### src/rtl/rhd_spi_responder_if.sv
// SPI pins and frame status between the RHD acquisition master and the
// emulated headstage.
interface rhd_spi_responder_if;
  logic        cs_n;
  logic        sclk;
  logic        mosi;
  logic        miso;
  logic        cmd_valid;
  logic [15:0] cmd_word;
  logic        frame_err;

  modport master (
    output cs_n, sclk, mosi,
    input  miso, cmd_valid, cmd_word, frame_err
  );

  modport slave (
    input  cs_n, sclk, mosi,
    output miso, cmd_valid, cmd_word, frame_err
  );
endinterface

### src/rtl/rhd_spi_responder.sv
// RHD2000-style SPI chip emulator: 16-bit frames, 2-frame result pipeline.
// Define RHD_RESP_ROM_EN to expose the read-only ID registers 40..63.
module rhd_spi_responder #(
  parameter int          SYNC_STAGES  = 2,
  parameter int unsigned NUM_CHANNELS = 32,
  parameter logic [7:0]  CHIP_ID      = 8'd1
) (
  input logic          aclk,
  input logic          aresetn,
  rhd_spi_responder_if.slave spi
);

`ifdef RHD_RESP_ROM_EN
  localparam bit ROM_EN = 1'b1;
`else
  localparam bit ROM_EN = 1'b0;
`endif

  localparam logic [5:0] NUM_RW = 6'd40;
  localparam logic [7:0] NCH8   = 8'(NUM_CHANNELS);

  typedef enum logic [1:0] {
    IDLE  = 2'd0,
    SHIFT = 2'd1,
    DONE  = 2'd2
  } state_t;

  logic [SYNC_STAGES-1:0] cs_s;
  logic [SYNC_STAGES-1:0] sclk_s;
  logic [SYNC_STAGES-1:0] mosi_s;
  logic cs_q;
  logic sclk_q;

  logic cs_now;
  logic sclk_now;
  logic mosi_now;
  logic sclk_rise;
  logic sclk_fall;
  logic cs_fall;
  logic cs_rise;

  state_t state;
  state_t state_nx;

  logic load;
  logic cap;
  logic sh;
  logic exec;
  logic abort;

  logic [4:0]  bit_cnt;
  logic [15:0] rx_sr;
  logic [14:0] tx_sr;
  logic        miso_q;
  logic [15:0] pipe0;
  logic [15:0] pipe1;
  logic [9:0]  frame_cnt;
  logic        cmd_valid_q;
  logic [15:0] cmd_word_q;
  logic        frame_err_q;
  logic [7:0]  regs [40];

  logic [5:0]  addr;
  logic [7:0]  rom_byte;
  logic [7:0]  rd_data;
  logic [15:0] result;
  logic        fc_inc;
  logic        wr_en;

  // cs_n idles high, so its chain resets to 1 to avoid a false frame start
  always_ff @(posedge aclk or negedge aresetn) begin
    if (!aresetn) begin
      cs_s   <= '1;
      sclk_s <= '0;
      mosi_s <= '0;
      cs_q   <= 1'b1;
      sclk_q <= 1'b0;
    end else begin
      cs_s   <= {cs_s[SYNC_STAGES-2:0], spi.cs_n};
      sclk_s <= {sclk_s[SYNC_STAGES-2:0], spi.sclk};
      mosi_s <= {mosi_s[SYNC_STAGES-2:0], spi.mosi};
      cs_q   <= cs_s[SYNC_STAGES-1];
      sclk_q <= sclk_s[SYNC_STAGES-1];
    end
  end

  assign cs_now    = cs_s[SYNC_STAGES-1];
  assign sclk_now  = sclk_s[SYNC_STAGES-1];
  assign mosi_now  = mosi_s[SYNC_STAGES-1];
  assign sclk_rise = sclk_now & ~sclk_q;
  assign sclk_fall = ~sclk_now & sclk_q;
  assign cs_fall   = ~cs_now & cs_q;
  assign cs_rise   = cs_now & ~cs_q;

  always_ff @(posedge aclk or negedge aresetn) begin
    if (!aresetn) state <= IDLE;
    else          state <= state_nx;
  end

  always_comb begin
    state_nx = state;
    unique case (state)
      IDLE:    if (cs_fall) state_nx = SHIFT;
      SHIFT:   if (cs_rise) state_nx = DONE;
      DONE:    state_nx = IDLE;
      default: state_nx = IDLE;
    endcase
  end

  always_comb begin
    load  = 1'b0;
    cap   = 1'b0;
    sh    = 1'b0;
    exec  = 1'b0;
    abort = 1'b0;
    unique case (state)
      IDLE:  load = cs_fall;
      SHIFT: begin
        cap = sclk_rise;
        sh  = sclk_fall;
      end
      DONE: begin
        exec  = (bit_cnt == 5'd16);
        abort = (bit_cnt != 5'd16);
      end
      default: ;
    endcase
  end

  assign addr = rx_sr[13:8];

  always_comb begin
    rom_byte = '0;
    case (addr)
      6'd40:   rom_byte = 8'h49;
      6'd41:   rom_byte = 8'h4E;
      6'd42:   rom_byte = 8'h54;
      6'd43:   rom_byte = 8'h41;
      6'd44:   rom_byte = 8'h4E;
      6'd60:   rom_byte = 8'h01;
      6'd62:   rom_byte = NCH8;
      6'd63:   rom_byte = CHIP_ID;
      default: rom_byte = '0;
    endcase
  end

  always_comb begin
    rd_data = '0;
    if (addr < NUM_RW) rd_data = regs[addr];
    else if (ROM_EN)   rd_data = rom_byte;
  end

  // CALIBRATE, CLEAR and any other 01 word all just return zero
  always_comb begin
    result = '0;
    fc_inc = 1'b0;
    wr_en  = 1'b0;
    unique case (rx_sr[15:14])
      2'b00: begin
        fc_inc = 1'b1;
        if ({26'd0, addr} < NUM_CHANNELS)
          result = {addr, frame_cnt};
      end
      2'b01: result = '0;
      2'b10: begin
        wr_en  = (addr < NUM_RW);
        result = {8'hFF, rx_sr[7:0]};
      end
      2'b11: result = {8'h00, rd_data};
      default: result = '0;
    endcase
  end

  always_ff @(posedge aclk or negedge aresetn) begin
    if (!aresetn) begin
      bit_cnt <= '0;
      rx_sr   <= '0;
      tx_sr   <= '0;
      miso_q  <= 1'b0;
    end else begin
      if (load) begin
        bit_cnt <= '0;
        tx_sr   <= pipe1[14:0];
        miso_q  <= pipe1[15];
      end
      // saturate so an over-long frame can never wrap back to 16
      if (cap) begin
        rx_sr <= {rx_sr[14:0], mosi_now};
        if (bit_cnt != 5'd31) bit_cnt <= bit_cnt + 5'd1;
      end
      if (sh) begin
        tx_sr  <= {tx_sr[13:0], 1'b0};
        miso_q <= tx_sr[14];
      end
    end
  end

  always_ff @(posedge aclk or negedge aresetn) begin
    if (!aresetn) begin
      pipe0       <= '0;
      pipe1       <= '0;
      frame_cnt   <= '0;
      cmd_valid_q <= 1'b0;
      cmd_word_q  <= '0;
      frame_err_q <= 1'b0;
    end else begin
      cmd_valid_q <= exec;
      frame_err_q <= abort;
      if (exec) begin
        cmd_word_q <= rx_sr;
        pipe1      <= pipe0;
        pipe0      <= result;
        if (fc_inc) frame_cnt <= frame_cnt + 10'd1;
      end
    end
  end

  always_ff @(posedge aclk or negedge aresetn) begin
    if (!aresetn) begin
      for (int i = 0; i < 40; i++) regs[i] <= '0;
    end else if (exec && wr_en) begin
      regs[addr] <= rx_sr[7:0];
    end
  end

  assign spi.miso      = miso_q;
  assign spi.cmd_valid = cmd_valid_q;
  assign spi.cmd_word  = cmd_word_q;
  assign spi.frame_err = frame_err_q;

endmodule

### src/flat_wrapper.sv
// flat-port wrapper written by rule: the top's interface ports become plain ports
module rhd_spi_responder_flat 
#(
  parameter int          SYNC_STAGES  = 2,
  parameter int unsigned NUM_CHANNELS = 32,
  parameter logic [7:0]  CHIP_ID      = 8'd1
)
  (aclk, aresetn, spi_cs_n, spi_sclk, spi_mosi, spi_miso, spi_cmd_valid, spi_cmd_word, spi_frame_err);
  rhd_spi_responder_if spi_i ();
  input logic aclk;
  input logic aresetn;
  input wire logic [$bits(spi_i.cs_n)-1:0] spi_cs_n;
  input wire logic [$bits(spi_i.sclk)-1:0] spi_sclk;
  input wire logic [$bits(spi_i.mosi)-1:0] spi_mosi;
  output wire logic [$bits(spi_i.miso)-1:0] spi_miso;
  output wire logic [$bits(spi_i.cmd_valid)-1:0] spi_cmd_valid;
  output wire logic [$bits(spi_i.cmd_word)-1:0] spi_cmd_word;
  output wire logic [$bits(spi_i.frame_err)-1:0] spi_frame_err;
  assign spi_i.cs_n = spi_cs_n;
  assign spi_i.sclk = spi_sclk;
  assign spi_i.mosi = spi_mosi;
  assign spi_miso = spi_i.miso;
  assign spi_cmd_valid = spi_i.cmd_valid;
  assign spi_cmd_word = spi_i.cmd_word;
  assign spi_frame_err = spi_i.frame_err;
  rhd_spi_responder #(.SYNC_STAGES(SYNC_STAGES), .NUM_CHANNELS(NUM_CHANNELS), .CHIP_ID(CHIP_ID)) u_core (.aclk(aclk), .aresetn(aresetn), .spi(spi_i));
endmodule
### config.mk
export PLATFORM = sky130hd
export DESIGN_NAME = rhd_spi_responder_flat
export DESIGN_NICKNAME = d
export VERILOG_FILES = /design/src/rtl/rhd_spi_responder_if.sv /design/src/rtl/rhd_spi_responder.sv /design/src/flat_wrapper.sv
export SDC_FILE = /design/constraint.sdc
export NUM_CORES = 1
export LEC_CHECK = 0
export ABC_AREA = 1
export BUFFER_PORTS_ARGS = -buffer_cell sky130_fd_sc_hd__buf_4
export CORE_MARGIN = 3
export CORE_UTILIZATION = 60
export DETAILED_ROUTE_END_ITERATION = 7
export GPL_TIMING_DRIVEN = 1
export PLACE_DENSITY = 0.74
export SYNTH_ARGS = -nofsm -noshare
export SYNTH_HDL_FRONTEND = slang
export SYNTH_SLANG_ARGS = --single-unit
### constraint.sdc
create_clock -name aclk -period 2.77 [get_ports aclk]
set_input_delay 0.554 -clock aclk [delete_from_list [all_inputs] [get_ports aclk]]
set_output_delay 0.554 -clock aclk [all_outputs]
set_load 0.01 [all_outputs]
After elaboration in Yosys (flattened, before gate mapping):

Index checks and enable logic that the tools add are counted.

* bits in registers: 427
* input bits: 5
* output and inout port bits: 19
* word-level logic and storage cells: 114

* $add $sub $neg: 2
* magnitude comparators: 4
* eq/ne operators: 10
* muxes and demuxes: 26
* bitwise logic cells: 9
* reduce and logical (&&, ||, !) cells: 7

Operator list (number)
* bitwise mux 320 bit: 1
* case mux 16 bit (4 select lines): 1
* binary-select mux 8 bit (select 6 bit): 1
* demux 8 bit (select 6 bit): 1
* 2-to-1 mux 8 bit: 4
* 2-to-1 mux 15 bit: 2
* 2-to-1 mux 16 bit: 1
* 2-to-1 mux 5 bit: 3
* < comparator 6 bit, second input constant: 2
* adder 10 x 1 -> 10 bit, second input constant: 1
* != test 5 bit, second input constant: 2
* 2-to-1 mux 1 bit: 9
* greater-or-equal comparator 7 bit, second input constant: 1
* < comparator 7 x 1 -> 1 bit, second input constant: 1
* NOT 6 -> 7 bit: 1
* == test 2 bit, second input constant: 3
* adder 5 x 1 -> 5 bit, second input constant: 1
* == test 5 bit, second input constant: 1
* AND 1 bit: 4
* == test 2 x 1 -> 1 bit, second input constant: 2
* zero test 2 bit: 2
* 2-to-1 mux 2 bit: 2
* != test 2 x 1 -> 1 bit, second input constant: 2
* NOT 1 bit: 4
* 4 further kinds: 6

Longest topological paths before layout:

Gate-level depths: netlist of the first run.

* depth in word-level cells: 6
* depth in mapped cells: 14
* mapped depth without buffers: 12

Worst setup path before layout of the first run:

OpenSTA, ideal clock, no wires.

* kind: register to register
* start: reg u_core.bit_cnt[0]
* end: reg u_core.regs[197] (netlist name)
* setup time: 0.133 ns
* arrival time: 1.873 ns
* data required time: 2.637 ns
* setup slack: 0.764 ns
* cell stages (with the launch flop): 13
* buffers on the path: 1
* clock period less this slack: 2.006 ns
* cell sequence: dfrtp_1 -> inv_1 -> ha_1 -> nand2_1 -> inv_1 -> nand2_1 -> nor3_4 -> nand2_2 -> nor4_4 -> nand2_1 -> buf_2 -> nand2_1 -> o21ai_0

* word-level cells in the longest chain between the ends: 3

RTL lines
* from (decl): RTL line rhd_spi_responder.sv:51 `logic [4:0] bit_cnt;`
* from (signal assigned): RTL line rhd_spi_responder.sv:189 `if (bit_cnt != 5'd31) bit_cnt <= bit_cnt + 5'd1;`
* == test 5 bit: RTL line rhd_spi_responder.sv:123 `exec = (bit_cnt == 5'd16);`
* 2-to-1 mux 1 bit: RTL line rhd_spi_responder.sv:116 `unique case (state)`
* logical AND 1 bit: RTL line rhd_spi_responder.sv:221 `end else if (exec && wr_en) begin`
* to (signal, indexed assignment): RTL line rhd_spi_responder.sv:222 `regs[addr] <= rx_sr[7:0];`
* to (decl): RTL line rhd_spi_responder.sv:61 `logic [7:0] regs [40];`

No other way between the ends.
A chain may end at the register's enable or synchronous reset.

Worst setup path in the final report of the first run:

* start: reg u_core.rx_sr[13]
* end: reg u_core.regs[61] (netlist name)

* word-level cells in the longest chain between the ends: 6
* elaborated cells between the ends (all ways): 10
* those cells by class: order compare (3); mux (4); bitwise (1); reduce/logical (2)

RTL lines
* from (decl): RTL line rhd_spi_responder.sv:52 `logic [15:0] rx_sr;`
* from (signal assigned): RTL line rhd_spi_responder.sv:188 `rx_sr <= {rx_sr[14:0], mosi_now};`
* NOT 6 -> 7 bit (not written as such): RTL line rhd_spi_responder.sv:222
* greater-or-equal comparator 7 bit (not written as such) / < comparator 7 x 1 -> 1 bit (equally long branches): RTL line rhd_spi_responder.sv:222
* logical AND 1 bit (not written as such): RTL line rhd_spi_responder.sv:222
* 2-to-1 mux 8 bit (not written as such): RTL line rhd_spi_responder.sv:222
* demux 8 bit (select 6 bit): RTL line rhd_spi_responder.sv:222
* bitwise mux 320 bit: RTL line rhd_spi_responder.sv:222

Several ways; a longest one is shown, not always the timed one.

==> results.md, run 1 <==
- By startpoint and endpoint, the worst setup path is classified as reg2reg.
- Static timing analysis puts the maximum clock frequency at 0.371 GHz.
- The buffer type at the clock tree root is sky130_fd_sc_hd__clkbuf_16.
- The post-route minimum period is 2.70 ns.
- The max-slew violation count is 0.
- For this run, the share of the core covered by cells in the final layout is 68.3%.
- The data arrival time of the worst path is 3.09 ns.
- The primary flip-flop cell chosen by synthesis mapping is sky130_fd_sc_hd__dfrtp_1.
- The startpoint class of the critical path is a flip-flop.
- Counting instances in the post-synthesis netlist gives the leading cell types as 1102 x sky130_fd_sc_hd__nand2_1, 424 x sky130_fd_sc_hd__dfrtp_1, 389 x sky130_fd_sc_hd__o21ai_0.
- The share of post-route cells with drive strength above 1 is 7.75%.
- The overall die area is 34800 µm².
- The number of antenna cells inserted is 0.
- The longest individual stage delay on the worst path is 0.68 ns.
- The total of max-cap violations is 0.
- The total power after layout is 13.8 mW.
- The dominant cell type by count on the critical path is sky130_fd_sc_hd__nor2_1.
- The average cell area after synthesis is 7.78 µm².
- The number of port buffers is 23.
- In the synthesized netlist the async set-or-reset flop fraction comes to 100%.
- The largest family of logic cells by synthesized area is simple AND/OR/NAND/NOR gates.
- Summed over all layers, the global routing overflow is 0.
- Clock latency on the worst-skew pair, taken at its later pin, is 0.54 ns.
- The total of fill cells in the finished design is 2670.
- During I/O placement, the number of pins put on the boundary was 24.
- After layout, the worst path uses 97.4% of the clock period.
- The sequential element share of the synthesized area is 54.6%.
- The total number of vias is 16300.
- Summing every instance area after synthesis gives 19600 µm².
- Of all cell types, the one taking the most synthesized area is sky130_fd_sc_hd__dfrtp_1.
- The synthesized netlist contains 32 unique library cells.
- The synthesized-area fraction occupied by ao, oa, aoi and oai cells is 12.0%.
- The ratio of total power to cell area is 635 nW/µm².
- The signal on the critical path passes through clkinv_1, nor2_1, nor2_1, nand2_2, clkinvlp_4, nand3_1, o21ai_0.
- The number of hold-slack violations in the final timing report came to 0.
- The share of synthesized cell area in and, or, nand and nor gates is 26.0%.
- The row count is 65.
- The final routed wire length divided by cell count is 16.8 µm.
- The count of unresolved DRC violations after routing is 0.
- The total wirelength of the detailed-routed design is 49900 µm.
- For the final database, setup skew stands at 0.0150 ns.
- Among all cell types in the netlist, the one instantiated most often is sky130_fd_sc_hd__nand2_1.
- The placer's final routability congestion estimate is 0.893.
- The mux share of post-synthesis cell area is 0%.
- The relative max-transition margin is 44.7%.
- The library cell contributing the largest single delay on the critical path is sky130_fd_sc_hd__nand3_1.
- For this run, the number of Yosys warnings is 0.
- The flow ran to the end, and the final reports show no timing, DRC or antenna violations.
- The xor/xnor share of the synthesized area is 0.403%.
- For this configuration, the core starts out at a cell density of 61.4%.
- The cell family contributing the most delay on the critical path is simple AND/OR/NAND/NOR gates.
- The total area inside the core boundary comes to 31900 µm².
- The wire length of the first global-routing pass is 83000 µm.
- At the end of the flow, the number of nets in the layout was 2503.
- The detail route stage leaves a number of antenna-violating nets equal to 0.
- In the routed layout, each cell is associated on average with a via count of 5.49.
- Setup repair after global routing could not meet its margin everywhere.
- Entering global routing, the biggest net connects 120 pins.
- The number of global-route vias before repair was 15900.
- Counting flops with a built-in enable in the synthesized netlist gives 0.
- The buffers plus inverters on the worst setup path is 2.
- In the post-synthesis netlist, the biggest area contributors are sky130_fd_sc_hd__dfrtp_1 54%, sky130_fd_sc_hd__nand2_1 21%, sky130_fd_sc_hd__o21ai_0 9.9%.
- The clock slew seen by the registers of the worst setup and hold paths is 0.06 ns.
- Summed over all nets, the half-perimeter wirelength after detailed placement is 31200 µm.
- The proportion of netlist area held by the largest area contributor is 54.2%.
- The length of the first detailed-routing pass in iterations is 6.
- The clock net in this run drives a total of 427 sinks.
- The overall track demand over capacity in global routing is 29.1%.
- The TritonCTS clock tree is yes.
- The measured slew at the worst slew-check pin is 0.828 ns.
- After synthesis the netlist holds a flip-flop and latch count of 427.
- The worst min-delay path category is in2async.
- The peak supply drop is 0.000488 V.
- The gate count after technology mapping is 2517.
- In this run the number of H-tree levels came out at 2.
- The adder-cell area share of the yosys netlist is 0.256%.
- Of all nets on the critical path, the largest fanout is 21.
- The number of antenna violations at the first check in global routing is 0.
- The area growth from synthesis to layout is 11.3%.
- Setup violations remaining at the end of the flow were counted as 0.
- The required time at the worst-slack endpoint is 3.16 ns.
- In this run the static leakage power is 10.7 nW.
- When the netlist entered floorplanning its net count stood at 2526.
- The count of routing violations after the opening detailed-route iteration is 1769.
- The die is 187 µm tall.
- The TritonCTS buffer count is 45.
- Measured along the x axis, the die boundary spans 187 µm.
- The deepest clock path buffer count is 3.
- The element type at the critical path end is a flip-flop.
-- worst paths after layout --
| check | slack (ns) | startpoint | end | cells after the start |
|---|---|---|---|---|
| max | 0.07 | u_core.rx_sr[13] | u_core.regs[61] | 7 |
| min | 0.03 | aresetn | u_core.regs[239] | 1 |
| max reg2reg | 0.07 | u_core.rx_sr[13] | u_core.regs[61] | 7 |
| min reg2reg | 0.34 | u_core.sclk_s[0] | u_core.sclk_s[1] | 0 |
| max in group asynchronous | 1.98 | aresetn | u_core.frame_cnt[0] | 2 |
| min in group aclk | 0.12 | spi_mosi | u_core.mosi_s[0] | 1 |
-- timing repair --
action,CTS,global route
gates resized for setup,4,12
pin swaps,0,1
hold buffers,0,0
endpoints found under the setup margin,160,204
buffers inserted,0,2
-- final cells by class --
| class | instances | area, µm² | area share (%) |
|---|---|---|---|
| inverter | 184 | 697 | 3.20 |
| clock inverter | 15 | 131 | 0.603 |
| clock buffer | 68 | 1340 | 6.13 |
| sequential | 427 | 10700 | 49.1 |
| tap | 435 | 544 | 2.50 |
| timing repair buffer | 82 | 761 | 3.49 |
| multi-input combinational | 1754 | 7620 | 35.0 |
-- layout by cell type (no fill, tap or decap), types with 2 or more instances in the layout --
cell                         Yosys  layout
sky130_fd_sc_hd__clkinv_1        3       2
sky130_fd_sc_hd__clkbuf_1       97      13
sky130_fd_sc_hd__nor3_4          2       2
sky130_fd_sc_hd__dfrtp_1       424     422
sky130_fd_sc_hd__o22ai_1         8       8
sky130_fd_sc_hd__ha_1            4       4
sky130_fd_sc_hd__o221ai_1       15      15
sky130_fd_sc_hd__nand3_2         0       8
sky130_fd_sc_hd__nor2_2          5       7
sky130_fd_sc_hd__nand4_1         2       2
sky130_fd_sc_hd__nor3_1         11      11
sky130_fd_sc_hd__inv_1         178     177
sky130_fd_sc_hd__buf_12          0      11
sky130_fd_sc_hd__clkbuf_16       0      47
sky130_fd_sc_hd__nand2_1      1102    1099
sky130_fd_sc_hd__nor2_1         69      66
sky130_fd_sc_hd__clkbuf_8        0       8
sky130_fd_sc_hd__xor2_1          8       8
sky130_fd_sc_hd__inv_2           3       3
sky130_fd_sc_hd__o211ai_1        8       8
sky130_fd_sc_hd__nand2_2         2       5
sky130_fd_sc_hd__nor3_2          3       3
sky130_fd_sc_hd__o21ai_0       389     389
sky130_fd_sc_hd__dfstp_2         3       3
sky130_fd_sc_hd__or2_2           7       7
sky130_fd_sc_hd__bufinv_16       0       2
sky130_fd_sc_hd__clkinv_2        0      11
sky130_fd_sc_hd__nand3_1        90      82
sky130_fd_sc_hd__buf_4           4      70
sky130_fd_sc_hd__clkinvlp_4      0       2
sky130_fd_sc_hd__a21oi_1        16      16
sky130_fd_sc_hd__o21bai_1        8       8
-- cells by family after synthesis --
| logic type | after synthesis |
|---|---|
| and+or+nand+nor | 1295 |
| adders and majority gates | 4 |
| AOI/OAI and AO/OA | 446 |
| xor gates and xnor gates | 9 |
| DFF | 427 |
| buffers and inverters | 336 |
-- registers in the layout, indices dropped and copies added, names as in the netlist, 5 cells and up --
signal / cells
u_core.tx_sr: 15
u_core.regs: 320
u_core.pipe0: 16
u_core.bit_cnt: 5
u_core.frame_cnt: 10
u_core.spi.cmd_word: 16
u_core.rx_sr: 16
u_core.pipe1: 16
-- through the flow --
stage          cells  cell area, µm²  hold slack, ns  setup slack [ns]  setup TNS (ns)
6_report        2965           21800          0.0287            0.0712               0
3_3_place_gp    2880           20200           0.333           -0.0514           -1.87
3_5_place_dp    2880           20200           0.340            -0.169          -11.32
5_1_grt         2965           21800          0.0684            -0.149           -5.14
4_1_cts         2963           21700          0.0401           -0.0195         -0.0453
2_1_floorplan   2517           19600           0.258             0.764               0
-- per-layer routing --
layer	global-route usage, %	vias to the layer above	share of wire [%]
li1	-	7870	-
met3	4.68	86	6.6
met2	47.0	530	47
met5	0	-	0
met1	41.2	7790	44
met4	8.93	0	2.3
-- power breakdown --
group | total, mW | switching [mW] | internal (mW)
combinational | 1.51 | 1.25 | 0.268
clock | 5.96 | 2.45 | 3.51
sequential | 6.36 | 0.0455 | 6.31
total | 13.8 | 3.74 | 10.1
Note: power is estimated with default switching activity, not from simulation.
==> inputs of run 2 (changes only) <==
Settings changed: PLACE_DENSITY 0.74 to 0.75.
==> results.md, run 2 (synthesis gave the netlist of run 1 again) <==
- The run finished with clean final reports.
- The endpoint identified for the worst register-to-register timing path is u_core.regs[109].
- The power spent charging and discharging nets is 3.69 mW (-1.3%).
- The final worst clock skew came to 0.0202 ns (+0.00521 ns).
- The pin count of the biggest net entering global routing was 94 (-22%).
- The setup slack on the worst flop-to-flop path is 0.08 ns (about the same).
- The total wirelength of the detailed-routed design is 49700 µm (-0.30%).
- The area taken by multi-input logic gates is 7580 µm² (-0.59%).
- The total number of vias is 16500 (+1.3%).
- The finished layout cell area is 22000 µm² (+0.84%).
- The tree is rooted in a sky130_fd_sc_hd__clkbuf_16.
- The leakage power summed over all cells is 10.8 nW (+1.0%).
- The measured slew at the worst slew-check pin is 0.836 ns (+0.00744 ns).
- The combinational share of power came to 10.5% (-0.4 points).
- The post-route minimum period is 2.69 ns (-0.00398 ns).
- The number of global-route vias before repair is 16100 (+1.3%).
- The slack of the critical path is 0.0752 ns (+0.00398 ns).
- The overall die area was 34800 µm² (unchanged).
- The achievable frequency is 0.371 GHz (+0.15%).
- From synthesis to final layout, the design area changed by 12.2%.
- The length of the first detailed-routing pass in iterations came to 5 (-1).
- The internal power summed over all cells came to 10.6 mW (+5.4%).
- The TritonCTS clock tree is yes.
- The relative max-transition margin is 44.1% (-0.64 points).
- The number of antenna violations at the first check in global routing is 0 (unchanged).
- The total of fill cells in the finished design is 2608 (-2.3%).
- The required time at the worst-slack endpoint is 3.21 ns (+0.05 ns).
- The relative contribution of sequential cells to total power is 44.3% (-1.7 points).
- The worst setup path category is reg2reg.
- The critical register-to-register path startpoint is u_core.rx_sr[9].
- The area used by sequential logic in the layout came to 10700 µm² (unchanged).
- Setup repair after global routing could not meet its margin everywhere.
- The total power after layout is 14.3 mW (+3.6%).
- The clock latency reported for the late side of the worst-skew pair came to 0.54 ns (about the same).
- The ratio of total power to cell area came to 653 nW/µm² (+2.8%).
- The startpoint class of the critical path is a flip-flop.
- The number of port buffers is 23 (unchanged).
- The data arrival time of the worst path was 3.14 ns (+0.05 ns).
- The peak supply drop is 0.000540 V (+11%).
- The final HPWL from detailed placement was 31300 µm (+0.41%).
- The overall track demand over capacity in global routing is 29.2% (+0.046 points).
- The count of routing violations after the opening detailed-route iteration is 1593 (-9.9%).
- The level count of the clock H-tree came to 2 (unchanged).
- The horizontal extent of the die is 187 µm (unchanged).
- The summed negative setup slack over all endpoints is 0 ns (unchanged).
- The cell count after placement is 2886 (+0.21%).
- The number of setup violations in the final report came to 0 (unchanged).
- The final standard cell utilization of the core is 68.9% (+0.57 points).
- The total placed instance area is 20300 µm² (+0.41%).
- The hold path startpoint is spi_cs_n.
- The placeable core area was 31900 µm² (unchanged).
- The die outline height was 187 µm (unchanged).
- The count of unresolved DRC violations after routing was 0 (unchanged).
- The number of hold-slack violations in the final timing report was 0 (unchanged).
- The worst slack at placement is 0.157 ns (+0.326 ns).
- The TritonCTS buffer count is 45 (unchanged).
- The element type at the critical path end is a flip-flop.
- The post-detailed-route via-to-cell ratio is 5.55 (+1.1%).
- The depth of the worst register-to-register path is 7 (unchanged).
- The flip-flop count of the largest register, all copies and words added is 320 (unchanged).
- The remaining antenna violation count came to 0 (unchanged).
- The net count of the finished layout is 2508 (+0.20%).
- The highest fanout seen on the critical path is 17 (-19%).
- The total of max-cap violations is 0 (unchanged).
- The library cells used most frequently in the layout, excluding fill and tap cells, are 1102 x sky130_fd_sc_hd__nand2_1, 422 x sky130_fd_sc_hd__dfrtp_1, 389 x sky130_fd_sc_hd__o21ai_0.
- The fraction of power spent switching nets is 25.8% (-1.3 points).
- The path with the worst hold slack has its endpoint at u_core.cs_s[0].
- The tightest min-delay check is of the in2reg type.
- The share of post-route cells with drive strength above 1 is 7.45% (-0.29 points).
- The row count is 65 (unchanged).
- The sink count of the clock tree came to 427 (unchanged).
- The initial cell density of the core was 61.4% (unchanged).
- The post-route clock period utilization is 97.3% (-0.14 points).
- The proportion of power drawn by the clock network is 45.1% (+2.0 points).
- The final routed wire length divided by cell count is 16.7 µm (-0.51%).
- The final cell count without fillers was 2971 (+0.20%).
- The clock slew seen by the registers of the worst setup and hold paths is 0.06 ns (about the same).
- The max-slew violation count was 0 (unchanged).
- The wire length of the first global-routing pass is 83300 µm (+0.29%).
- The number of antenna cells inserted is 0 (unchanged).
- The leading cell type in the layout, fill and taps excluded is sky130_fd_sc_hd__nand2_1.
- Along the worst hold path, the cell count comes to 1.
- The placer's final routability congestion estimate is 0.887 (-0.59%).
- The deepest clock path buffer count came to 3 (unchanged).
- The total I/O pin count is 24 (unchanged).
- The hold slack was 0.115 ns (+0.0866 ns).
- The register with the highest flop count is u_core.regs.
- The final global-route overflow total is 0 (unchanged).
run 2: cell count changes in the layout (fill, tap and decap cells not counted), sizes merged:
cell,delta
clkinvlp,-2
bufinv,+5
buf,+4
inv,+1
dlygate4sd3,+1
clkbuf,+3
clkinv,-6
run 2: worst max-delay path by stage:
stage,start,to
2_1_floorplan,u_core.bit_cnt[0],u_core.regs[197]
3_3_place_gp,u_core.rx_sr[9],u_core.regs[46]
3_5_place_dp,u_core.bit_cnt[0],u_core.regs[146]
4_1_cts,u_core.bit_cnt[0],u_core.regs[146]
5_1_grt,u_core.bit_cnt[0],u_core.regs[148]
6_report,u_core.rx_sr[9],u_core.regs[109]
run 2: layout make-up:
type	count	area share [%]
clock buffers	71	6.26
clock inverters	13	1.11
inverters	184	3.16
multi-input cells	1754	34.5
flip-flops and latches	427	48.7
well taps	435	2.48
repair buffers	87	3.82
run 2: timing repair:
action | in CTS | in global routing
hold endpoints to repair | 46 | 0
resized for setup | 0 | 3
hold buffers | 1 | 0
buffers inserted | 0 | 0
endpoints found under the setup margin | 0 | 78
run 2: critical path: stages, from the launching register on:
cell and delay [ns]:
sky130_fd_sc_hd__dfrtp_2 0.47, sky130_fd_sc_hd__buf_4 0.28, sky130_fd_sc_hd__inv_2 0.08, sky130_fd_sc_hd__nor2_2 0.11, sky130_fd_sc_hd__inv_1 0.06, sky130_fd_sc_hd__nor2_1 0.63, sky130_fd_sc_hd__nand3_1 0.59, sky130_fd_sc_hd__o21ai_0 0.37
run 2: per-layer routing:
metal / track usage [%] / up-vias / part of all wire, %
li1: - / 7887 / -
met1: 39.8 / 7914 / 43
met2: 47.2 / 543 / 47
met3: 5.34 / 141 / 6.7
met4: 11.2 / 0 / 3.7
met5: 0 / - / 0
run 2: power groups by stage:
stage | sequential, mW | combinational [mW] | clock, mW
CTS | 6.36 | 1.49 | 6.54
finish | 6.36 | 1.51 | 6.47
global placement | 6.47 | 1.47 | 0
global route | 6.36 | 1.63 | 6.84
floorplan | 6.46 | 0.691 | 0
detailed placement | 6.47 | 1.48 | 0
